===== src/rtl/pipe_pkg.sv =====
// Shared types and helpers for the pipeline hazard logic: scoreboard entry
// layout, the regfile forwarding code and position/mask helpers.
package pipe_pkg;

  localparam int unsigned WA_W   = 16;
  localparam int unsigned FWD_RF = 0;

  // One in-flight register write; wa is zero-extended from the datapath width.
  typedef struct packed {
    logic            v;
    logic [WA_W-1:0] wa;
    logic            load;
  } sb_entry_t;

  // Scoreboard array index 0 holds pipeline position 1 (EX).
  function automatic int unsigned pos_of(input int unsigned idx);
    return idx + 1;
  endfunction

  // Mask with bits [n:0] set.
  function automatic logic [31:0] low_ones(input int unsigned n);
    return (32'(1) << (n + 1)) - 32'(1);
  endfunction

endpackage


===== src/rtl/hazard_match.sv =====
// Per-operand scoreboard search: reports the youngest in-flight writer of src.
module hazard_match
  import pipe_pkg::*;
#(
  parameter int unsigned DEPTH = 3,
  parameter int unsigned AW    = 5,
  parameter int unsigned PW    = 2
) (
  input  sb_entry_t        sb [DEPTH],
  input  logic [AW-1:0]    src,
  input  logic             use_src,
  input  logic             id_valid,
  output logic             hit,
  output logic [PW-1:0]    pos,
  output logic             load
);

  // Scan from EX outward; the first hit is the youngest producer.
  always_comb begin
    hit  = 1'b0;
    pos  = '0;
    load = 1'b0;
    if (id_valid && use_src && (src != '0)) begin
      for (int unsigned i = 0; i < DEPTH; i++) begin
        if (!hit && sb[i].v && (sb[i].wa == WA_W'(src))) begin
          hit  = 1'b1;
          pos  = PW'(pos_of(i));
          load = sb[i].load;
        end
      end
    end
  end

endmodule


===== src/rtl/hazard_unit.sv =====
// Interlock and forwarding controller: tracks in-flight writes and drives
// load-use stalls, branch flushes and EX operand forwarding selects.
module hazard_unit
  import pipe_pkg::*;
#(
  parameter int unsigned DEPTH    = 3,
  parameter int unsigned AW       = 5,
  parameter int unsigned LOAD_LAT = 2,
  parameter int unsigned BR_STAGE = 3,
  parameter int unsigned CW       = 32,
  parameter int unsigned SW       = $clog2(DEPTH)
) (
  input  logic             clk,
  input  logic             rst,
  input  logic             id_valid,
  input  logic [AW-1:0]    id_rs,
  input  logic [AW-1:0]    id_rt,
  input  logic             id_use_rs,
  input  logic             id_use_rt,
  input  logic             id_we,
  input  logic [AW-1:0]    id_wa,
  input  logic             id_load,
  input  logic             br_taken,
  input  logic             ext_stall,
  output logic             hold_f,
  output logic [DEPTH:0]   kill,
  output logic [SW-1:0]    fwd_a,
  output logic [SW-1:0]    fwd_b,
  output logic [CW-1:0]    stall_cnt,
  output logic [CW-1:0]    flush_cnt
);

  localparam int unsigned PW       = $clog2(DEPTH + 1);
  localparam logic [PW-1:0] LL     = PW'(LOAD_LAT);
  localparam logic [PW-1:0] LAST   = PW'(DEPTH);
  localparam logic [DEPTH:0] BR_MASK = (DEPTH + 1)'(low_ones(BR_STAGE));
  localparam logic [CW-1:0] CNT_MAX = '1;

  sb_entry_t       sb [DEPTH];
  logic            hit_a, hit_b, ld_a, ld_b;
  logic [PW-1:0]   pos_a, pos_b;
  logic            flush_c, stall_c, bubble_c;
  logic [SW-1:0]   sel_a_c, sel_b_c;

  hazard_match #(.DEPTH(DEPTH), .AW(AW), .PW(PW)) u_match_a (
    .sb       (sb),
    .src      (id_rs),
    .use_src  (id_use_rs),
    .id_valid (id_valid),
    .hit      (hit_a),
    .pos      (pos_a),
    .load     (ld_a)
  );

  hazard_match #(.DEPTH(DEPTH), .AW(AW), .PW(PW)) u_match_b (
    .sb       (sb),
    .src      (id_rt),
    .use_src  (id_use_rt),
    .id_valid (id_valid),
    .hit      (hit_b),
    .pos      (pos_b),
    .load     (ld_b)
  );

  // Control decode: ext_stall freezes everything, a flush overrides a stall.
  always_comb begin
    flush_c  = br_taken & ~ext_stall;
    stall_c  = ~ext_stall & ~flush_c &
               ((hit_a & ld_a & (pos_a < LL)) | (hit_b & ld_b & (pos_b < LL)));
    bubble_c = flush_c | stall_c;
    hold_f   = ext_stall | stall_c;
    kill     = '0;
    if (flush_c) begin
      kill = BR_MASK;
    end else if (stall_c) begin
      kill[1] = 1'b1;
    end
    sel_a_c = SW'(FWD_RF);
    sel_b_c = SW'(FWD_RF);
    if (!bubble_c && hit_a && (pos_a < LAST)) sel_a_c = SW'(pos_a);
    if (!bubble_c && hit_b && (pos_b < LAST)) sel_b_c = SW'(pos_b);
  end

  // Scoreboard shift; flushed positions come up empty.
  always_ff @(posedge clk or posedge rst) begin
    if (rst) begin
      for (int unsigned i = 0; i < DEPTH; i++) sb[i] <= '0;
    end else if (!ext_stall) begin
      sb[0] <= sb_entry_t'{
        v:    id_valid & id_we & (id_wa != '0) & ~kill[1],
        wa:   WA_W'(id_wa),
        load: id_load
      };
      for (int unsigned i = 1; i < DEPTH; i++) begin
        sb[i] <= (flush_c && (i < BR_STAGE)) ? sb_entry_t'('0) : sb[i-1];
      end
    end
  end

  always_ff @(posedge clk or posedge rst) begin
    if (rst) begin
      fwd_a     <= '0;
      fwd_b     <= '0;
      stall_cnt <= '0;
      flush_cnt <= '0;
    end else if (!ext_stall) begin
      fwd_a <= sel_a_c;
      fwd_b <= sel_b_c;
      if (stall_c && (stall_cnt != CNT_MAX)) stall_cnt <= stall_cnt + CW'(1);
      if (flush_c && (flush_cnt != CNT_MAX)) flush_cnt <= flush_cnt + CW'(1);
    end
  end

endmodule

===== config.mk =====
export PLATFORM = sky130hd
export DESIGN_NAME = hazard_unit
export DESIGN_NICKNAME = d
export VERILOG_FILES = /design/src/rtl/pipe_pkg.sv /design/src/rtl/hazard_match.sv /design/src/rtl/hazard_unit.sv
export SDC_FILE = /design/constraint.sdc
export NUM_CORES = 1
export LEC_CHECK = 0
export BUFFER_PORTS_ARGS = -buffer_cell sky130_fd_sc_hd__buf_2
export CAP_MARGIN = 20
export CORE_MARGIN = 2
export CORE_UTILIZATION = 54
export CTS_CLUSTER_DIAMETER = 150
export CTS_CLUSTER_SIZE = 8
export DETAILED_ROUTE_END_ITERATION = 8
export PLACE_DENSITY = 0.8
export RECOVER_POWER = 25
export SETUP_SLACK_MARGIN = 0.1
export SYNTH_ARGS = -nofsm -noshare
export SYNTH_HDL_FRONTEND = slang
export SYNTH_SLANG_ARGS = --single-unit

===== constraint.sdc =====
create_clock -name clk -period 2.47 [get_ports clk]
set_input_delay 0.1235 -clock clk [delete_from_list [all_inputs] [get_ports clk]]
set_output_delay 0.1235 -clock clk [all_outputs]
set_load 0.02 [all_outputs]

==> After elaboration in Yosys (flattened, before gate mapping) <==
Cells that the tools add are included.
{ "word_totals": {"regBits": 111, "inputBits": 24, "output_inout_bits": 73, "wordCells": 109} }
{ "op_classes": {"n_addsub": 2, "magnitude_cmp": 4, "eq_ne": 8, "mux": 36, "n_bitwise": 16, "reduce_logical": 30} }
{ "op_table": {"columns": ["operator", "count"], "rows": [
  ["$add A32 B1 Y32 const B", 2],
  ["$eq A16 B5 Y1", 4],
  ["$ne A32 B32 Y1 const B", 2],
  ["$mux W18", 2],
  ["$mux W1", 25],
  ["$logic_and A1 B1 Y1", 20],
  ["$mux W2", 9],
  ["$reduce_bool A5 Y1", 3],
  ["$and A1 B1 Y1", 10],
  ["$eq A5 B5 Y1", 2],
  ["$lt A2 B2 Y1 const B", 4],
  ["$logic_not A1 Y1", 5],
  ["$reduce_and A2 Y1", 2],
  ["$not A1 Y1", 3],
  ["$or A1 B1 Y1", 3]
]} }

==> Logic depth before layout (Yosys ltp) <==
Gate-level depths: netlist of the first run.
{ "depth": {"depth_word": 23, "ltp_mapped": 9, "ltp_nobuf": 7} }

==> By module <==
From an unflattened synthesis of the first run, not the netlist that was laid out.
{ "hier_totals": {"cells_unflattened": 474, "hier_area_um2": 4942.2} }
{ "modules_own_cells": {"columns": ["mod", "n_inst", "cells_per_inst", "area_per_inst_um2", "seq_area_each_um2"], "rows": [
  ["hazard_unit", 1, 382, 4209.0, 2227.1],
  ["hazard_match", 2, 46, 366.6, 0.0]
]} }

==> Worst setup path before layout of the first run <==
No wires, ideal clock.
{ "synth_path": {"kind": "reg2reg", "start": "register stall_cnt[0]", "end": "register stall_cnt[1]", "setup_time_ns": 0.128, "arrival_time_ns": 2.048, "required_time_ns": 2.342, "path_slack_ns": 0.294, "stages_incl_launch_ff": 9, "path_buffers": 2, "synth_period_minus_slack_ns": 2.176, "cell_sequence": "dfrtp_1 -> ha_1 -> bufbuf_16 -> nand3_1 -> nor4_1 -> nand3_1 -> o211ai_2 -> buf_6 -> mux2_1"} }
{ "synth_between": {"elab_chain_cells": 3, "elab_cells_between_ends": 4, "cone_classes": "add/sub (1); eq/ne (1); reduce/logical (2)"} }
{ "synth_lines": {"columns": ["element", "line", "text"], "rows": [
  ["start, declared", "hazard_unit.sv:29", "output logic [CW-1:0] stall_cnt,"],
  ["start signal, assigned", "hazard_unit.sv:109", "if (stall_c && (stall_cnt != CNT_MAX)) stall_cnt <= stall_cnt + CW'(1);"],
  ["branches (longest 3 deep; another with $add A32 B1 Y32)", null, null]
]} }
Parallel ways; which one is timed is not known.
A chain may end at the register's enable or synchronous reset.

==> Worst setup path after layout of the first run <==
{ "layout_path": {"start": "register sb[40] (netlist name)", "end": "output hold_f"} }
{ "layout_between": {"elab_chain_cells": 19, "elab_cells_between_ends": 53, "cone_classes": "order compare (2); eq/ne (2); mux (28); bitwise (7); reduce/logical (14)"} }
{ "layout_lines": {"columns": ["element", "line", "text"], "rows": [
  ["$eq A5 B5 Y1", "hazard_match.sv:25", "if (!hit && sb[i].v && (sb[i].wa == WA_W'(src))) begin"],
  ["$logic_and A1 B1 Y1", "hazard_match.sv:25", null],
  ["$mux W1", "hazard_match.sv:25", null],
  ["$mux W1", "hazard_match.sv:23", "if (id_valid && use_src && (src != '0)) begin"],
  ["$logic_not A1 Y1", "hazard_match.sv:25", null],
  ["$logic_and A1 B1 Y1 (2 in series)", "hazard_match.sv:25", null],
  ["$mux W1", "hazard_match.sv:25", null],
  ["$mux W1", "hazard_match.sv:23", null],
  ["$logic_not A1 Y1", "hazard_match.sv:25", null],
  ["$logic_and A1 B1 Y1 (2 in series)", "hazard_match.sv:25", null],
  ["$mux W2 / $mux W1 (equally long branches)", "hazard_match.sv:25", null],
  ["$mux W2 / $mux W1 (equally long branches)", "hazard_match.sv:23", null],
  ["$lt A2 B2 Y1 / $and A1 B1 Y1 (equally long branches)", "hazard_unit.sv:69", "((hit_a & ld_a & (pos_a < LL)) | (hit_b & ld_b & (pos_b < LL)));"],
  ["$and A1 B1 Y1", "hazard_unit.sv:69", null],
  ["$or A1 B1 Y1 (*)", "hazard_unit.sv:69", null],
  ["$and A1 B1 Y1 (*)", "hazard_unit.sv:68", "stall_c = ~ext_stall & ~flush_c &"],
  ["$or A1 B1 Y1 (*)", "hazard_unit.sv:71", "hold_f = ext_stall | stall_c;"],
  ["end, declared", "hazard_unit.sv:25", "output logic hold_f,"]
]} }
Mark *: on every way between the ends. The rest lies on a longest branch, timed or not. The select of a mux whose other input is x is not followed.

==> results.yml, run 1 <==
run_status:
  outcome: "finished, violations left"
  failed_checks: "capacitance limit, slew limit"
floorplan:
  ioPinCount: 97
  start_util: 0.559
  core_mm2: 0.00773
  die_area_mm2: 0.00874
  dieWidth_um: 93.5
  num_rows: 32
  die_h_um: 93.5
detailed_routing:
  num_vias: 3472
  drtAntennaViolNets: 0
  drt-total-wl_um: 9800
  drtIter0Drc: 161
  drtPass1Iterations: 4
  drc_errors: 0
  routedWlPerCell_um: 15.6
  vias_per_cell: 5.53
setup_path:
  crit_fanout: 10
  crit_path_start: "sb[40]"
  r2r_start: "sb[37]"
  required_ns: 2.35
  critPathKind: "flip-flop to output port"
  cp-end-kind: "output port"
  cp_data_arrival_time_ns: 2.08
  crit_path_start_kind: "flip-flop"
place:
  dp_hpwl_um: 7240
  port_buffers: 96
  place_congestion: 0.979
  placedCellCount: 612
synthesis:
  syn_area_mm2: 0.00432
  synth-edff-count: 0
  synth-seq-cells: 81
  synthCells: 421
  postSynthAreaPerCell_um2: 10.3
  yosysWarnings: 0
  synth_nets: 447
  synth_seq_area_share: 0.469
  async_flop_share: 1.00
  synthFlopType: "dfrtp_1"
  synth_cell_types: 51
clock_tree:
  clk_pin_slew_ns: 0.08
  clockRootBuffer: "clkbuf_8"
  clk_path_buf_depth: 2
  clock-sinks: 81
  cts_tree: "built"
  cts_buffers: 9
  clock_latency_ns: 0.35
  cts_htree_levels: 3
cells_and_area:
  fin_cells: 628
  nNetsFinal: 548
  most-common-layout-cells: "85 x buf_2, 81 x dfrtp_1, 48 x xor2_1, 42 x nand2_1, 33 x nor2_1"
  n_antenna_cell: 0
  layout_commonest_cell: "buf_2"
  layout-drive-gt1-share: 0.276
  syn2layout_area_growth_pct: 18.1
sta:
  fin_tns_setup_ns: 0
  finalSetupViolCount: 0
  fmax_mhz: 453
  grt_setup_unrepaired: "false"
  fin_crit_sh: 0.894
  slew_headroom: -0.0726
  hold_viol_final: 0
  min_period_ns: 2.21
  worstMarginPinSlew_ns: 1.60
  drv_slew: 36
  finalClockSkew_ns: 0.0106
pwr:
  p_leak_uw: 0.00254
  powerDensity_mw_per_mm2: 553
  seqPwrFrac: 0.526
  vdd_ir_drop_max_mv: 0.456
  pwr-share-comb: 0.134
  p_switching_uw: 789
  p_clk_frac: 0.341
  cellInternalPower_uw: 2030
  sw_frac_of_total: 0.280
grt:
  grt_max_degree: 47
  antenna_found_initial: 0
  grt_pass1_vias: 3394
  grt_pass1_wl_um: 16300
  gr-total-overflow: 0
  grt_use_total: 0.237
min_path:
  hp-class: "primary input to flip-flop"
  hp-start: "id_wa[1]"
job:
  drv_cap: 1
## path summary, 6_finish.rpt
check | to | cells past startpoint | slack, ns
setup / recovery | hold_f | 7 | 0.26
hold / removal | sb[38] | 2 | 0.03
setup reg to reg | stall_cnt[27] | 6 | 0.31
hold reg to reg | fwd_b[0] | 2 | 0.49
max in group asynchronous | stall_cnt[2] | 4 | 0.92
min in group asynchronous | flush_cnt[29] | 3 | 0.70
## layout make-up
class | count | area [µm²]
fill | 639 | 2620
multi-input combinational | 313 | 2150
sequential | 81 | 2030
timing repair buffer | 105 | 562
clock buffer | 10 | 138
tap | 102 | 128
clock inverter | 5 | 56.3
inverter | 12 | 46.3
## synthesized netlist by cell type, types with 3 or more instances
library cell,instances,area [µm²]
o21ai_0,10,50.1
or2b_1,3,22.5
clkbuf_1,7,26.3
inv_1,12,45.0
nor4_1,10,62.6
and2_1,6,37.5
nand2_1,42,158
nand4_1,19,119
nor2_1,33,124
xnor2_1,29,254
xor2_1,48,420
nand2b_1,11,68.8
nor3_1,11,55.1
a21oi_1,3,15.0
nand3_1,27,135
or4_1,3,22.5
nor3_2,10,100
buf_4,4,30.0
mux2_2,7,78.8
dfrtp_1,81,2030
and4_1,4,35.0
## kinds of logic after synthesis
| kind of cell | after synthesis | synth area share |
|---|---|---|
| fa+ha+maj | 2 | 0.00579 |
| buf+inv | 27 | 0.0373 |
| xor+xnor | 77 | 0.156 |
| mux | 8 | 0.0208 |
| compound gates | 26 | 0.0423 |
| simple gates | 200 | 0.269 |
| flops | 81 | 0.469 |
## flip-flops by register name, summed over array words and instances (netlist names)
name       cells
flush_cnt     32
fwd_b          2
sb            13
stall_cnt     32
fwd_a          2
## timing repair
| action | in CTS | in global routing |
|---|---|---|
| resized for setup | 0 | 2 |
| buffers inserted | 0 | 0 |
| hold endpoints to repair | 35 | 0 |
| hold buffers | 1 | 0 |
| endpoints found under the setup margin | 0 | 6 |
## metal layers
metal  GRT usage  part of all wire  vias up
li1            -                 -     1657
met4       0.105             0.022        0
met5           0                 0        -
met3      0.0556             0.063       21
met1       0.315              0.43     1691
met2       0.369              0.48      103
## through the flow
stage	instance area, µm²	worst slack, ns	total power [µW]	hold slack, ns	util
floorplan	4320	0.266	1730	0.231	-
global placement	4900	0.203	1860	0.224	0.634
detailed placement	4900	0.137	1880	0.223	0.634
CTS	5100	0.158	2840	0.0168	0.661
global route	5110	0.136	2950	0.0111	0.661
finish	5110	0.262	2820	0.0303	0.661
## power groups by stage
stage	clock [µW]	sequential [µW]	combinational, µW
after floorplan	0	1540	191
after global placement	0	1500	365
after detailed placement	0	1500	377
after CTS	978	1480	380
after global routing	1050	1490	413
final	962	1480	377
## critical path: stages (launching register included)
cell and delay [ns]:
dfrtp_1 0.46, xnor2_1 0.26, nand3_1 0.14, nor4_1 0.27
o21ai_1 0.16, buf_4 0.24, nand2b_1 0.07, buf_2 0.16
Note: power is estimated with default switching activity, not from simulation.
==> run 2: changes to the inputs <==
--- a/config.mk
+++ b/config.mk
@@ -5,10 +5,11 @@
 export SDC_FILE = /design/constraint.sdc
 export NUM_CORES = 1
 export LEC_CHECK = 0
+export ABC_AREA = 1
 export BUFFER_PORTS_ARGS = -buffer_cell sky130_fd_sc_hd__buf_2
 export CAP_MARGIN = 20
-export CORE_MARGIN = 2
-export CORE_UTILIZATION = 54
+export CORE_MARGIN = 1
+export CORE_UTILIZATION = 55
 export CTS_CLUSTER_DIAMETER = 150
 export CTS_CLUSTER_SIZE = 8
 export DETAILED_ROUTE_END_ITERATION = 8
==> results.yml, run 2 <==
run_status:
  outcome: "finished, final reports clean"
setup_path:
  cp_data_arrival_time_ns: 2.02
  cp-end-kind: "output port"
  critPathKind: "flip-flop to output port"
  crit_path_start_kind: "flip-flop"
  crit_fanout: 5
  required_ns: 2.35
  reg2reg_depth: 11
cells_and_area:
  n_antenna_cell: 0
  nFillCells: 703
  fin_cells: 778
  most-common-layout-cells: "149 x nand2_1, 96 x buf_2, 81 x dfrtp_1, 64 x inv_1, 58 x nor2_1"
  layout_commonest_cell: "nand2_1"
  syn2layout_area_growth_pct: 16.9
  layout-drive-gt1-share: 0.198
  top_regs: "flush_cnt: 32 flops, stall_cnt: 32 flops, sb: 13 flops"
  finish.instance_area_mm2: 0.00529
  nNetsFinal: 697
  fin_util: 0.674
grt:
  gr-total-overflow: 0
  grt_pass1_vias: 3854
  grt_max_degree: 82
  grt_pass1_wl_um: 17700
  grt_use_total: 0.258
  antenna_found_initial: 0
detailed_routing:
  drtPass1Iterations: 5
  vias_per_cell: 5.31
  num_vias: 4133
  drtIter0Drc: 220
  drc_errors: 0
  drtAntennaViolNets: 0
  drt-total-wl_um: 10600
  routedWlPerCell_um: 13.6
sta:
  grt_setup_unrepaired: "false"
  drv_slew: 0
  slew_headroom: 0.273
  worstMarginPinSlew_ns: 1.09
  min_period_ns: 2.15
  fmax_mhz: 466
  fin_crit_sh: 0.869
  fin_hold_ws_ns: 0.0266
  finalClockSkew_ns: 0.0129
  hold_viol_final: 0
  fin_tns_setup_ns: 0
  finalSetupViolCount: 0
synthesis:
  syn_area_mm2: 0.00453
  synth-seq-cells: 81
  synth-edff-count: 0
  yosysWarnings: 0
  synthTopCellsByCount: "149 x nand2_1, 81 x dfrtp_1, 65 x inv_1, 58 x nor2_1, 38 x nand3_1"
  synth_top_cell_area_share: 0.448
  synthTopCellsByArea: "dfrtp_1 45%, nand2_1 12%, xor2_1 7.0%, inv_1 5.4%, nor2_1 4.8%"
  synthCells: 571
  postSynthAreaPerCell_um2: 7.93
  async_flop_share: 1.00
  synthFlopType: "dfrtp_1"
  synth_seq_area_share: 0.448
  synth_cell_types: 33
  yosysMostFrequentCell: "nand2_1"
  synth_nets: 597
  synth_area_leader_cell: "dfrtp_1"
place:
  dp_hpwl_um: 7800
  port_buffers: 96
  placedCellCount: 759
  dpl_cell_area_mm2: 0.00508
  place_congestion: 0.945
floorplan:
  core_mm2: 0.00785
  dieWidth_um: 92.7
  ioPinCount: 97
  die_h_um: 92.7
  num_rows: 32
  start_util: 0.577
  die_area_mm2: 0.00860
clock_tree:
  clock-sinks: 81
  postCtsSetupBuffers: 0
  clk_pin_slew_ns: 0.08
  cts_buffers: 9
  clock_latency_ns: 0.35
  clk_path_buf_depth: 2
  clockRootBuffer: "clkbuf_8"
  cts_tree: "built"
  cts_htree_levels: 3
pwr:
  powerDensity_mw_per_mm2: 546
  vdd_ir_drop_max_mv: 0.375
  p_leak_uw: 0.00269
min_path:
  hp-class: "primary input to flip-flop"
  hold_path_depth: 3
job:
  drv_cap: 0
## run 2: cell types whose count changed after synthesis, sizes merged, moves of 6 or more
cell,delta
nand2,+110
inv,+56
nor2,+35
xor2,-12
nand2b,-11
nor4,-11
nand3,+10
o22ai,+9
xnor2,-9
mux2,-7
and2,-6
nand4,+6
## run 2: report_power, final
part	leakage (µW)	total [µW]	internal [µW]	switching, µW
Clock	0.0000909	970	498	472
Combinational	0.00153	422	140	282
Sequential	0.00107	1500	1400	98.8
## run 2: final cells by class
| type | instances | area (µm²) | area share |
|---|---|---|---|
| Timing Repair Buffer | 102 | 533 | 0.101 |
| Tap cell | 102 | 128 | 0.0241 |
| Clock buffer | 14 | 153 | 0.0288 |
| Inverter | 68 | 259 | 0.0489 |
| Multi-Input combinational cell | 409 | 2160 | 0.407 |
| Sequential cell | 81 | 2030 | 0.383 |
| Clock inverter | 2 | 37.5 | 0.00709 |
## run 2: path summary, 6_finish.rpt
check	startpoint	to	slack, ns
worst max register to register	flush_cnt[0]	flush_cnt[13]	0.33
max in group asynchronous	rst	flush_cnt[26]	1.07
worst min-delay path	id_wa[0]	sb[37]	0.03
worst min register to register	fwd_a[1]	fwd_a[1]	0.48
worst max-delay path	sb[41]	kill[1]	0.32
min in group asynchronous	rst	stall_cnt[23]	0.72
## run 2: logic make-up (layout without fill, tap and decap cells)
group / Yosys count / count (layout) / synth area share
AO/OA/AOI/OAI: 34 / 34 / 0.0434
AND/OR/NAND/NOR: 316 / 316 / 0.316
flip-flops: 81 / 81 / 0.448
XOR/XNOR: 56 / 56 / 0.108
buffers and inverters: 81 / 186 / 0.0760
multiplexers: 1 / 1 / 0.00249
adder cells (fa/ha/maj): 2 / 2 / 0.00553
## run 2: metrics by stage
| stage | power [µW] | setup slack, ns |
|---|---|---|
| 2_1_floorplan | 1780 | 0.266 |
| 4_1_cts | 2900 | 0.334 |
| 3_5_place_dp | 1940 | 0.363 |
| 5_1_grt | 3020 | 0.113 |
| 3_3_place_gp | 1930 | 0.535 |
| 6_report | 2890 | 0.325 |
## run 2: critical path: stages (launching register included)
cell and delay [ns]:
dfrtp_1 0.41, inv_1 0.11, nand2_1 0.06, nand2_1 0.06, nand2_1 0.05, nor2_1 0.13
nand3_1 0.15, nand2_2 0.13, nand2_1 0.11, o21ai_1 0.22, buf_2 0.23
## run 2: repair_timing
action	in CTS	in global routing
hold endpoints to repair	83	0
gates resized for setup	0	0
hold buffers	3	0
setup endpoints to repair	0	0
## run 2: layer usage
metal	wire, µm	vias to the layer above	track usage	part of all wire
li1	-	2033	-	-
met1	4710	1934	0.350	0.44
met2	4940	144	0.407	0.47
met3	740	22	0.0525	0.070
met4	218	0	0.101	0.021
met5	0	-	0	0
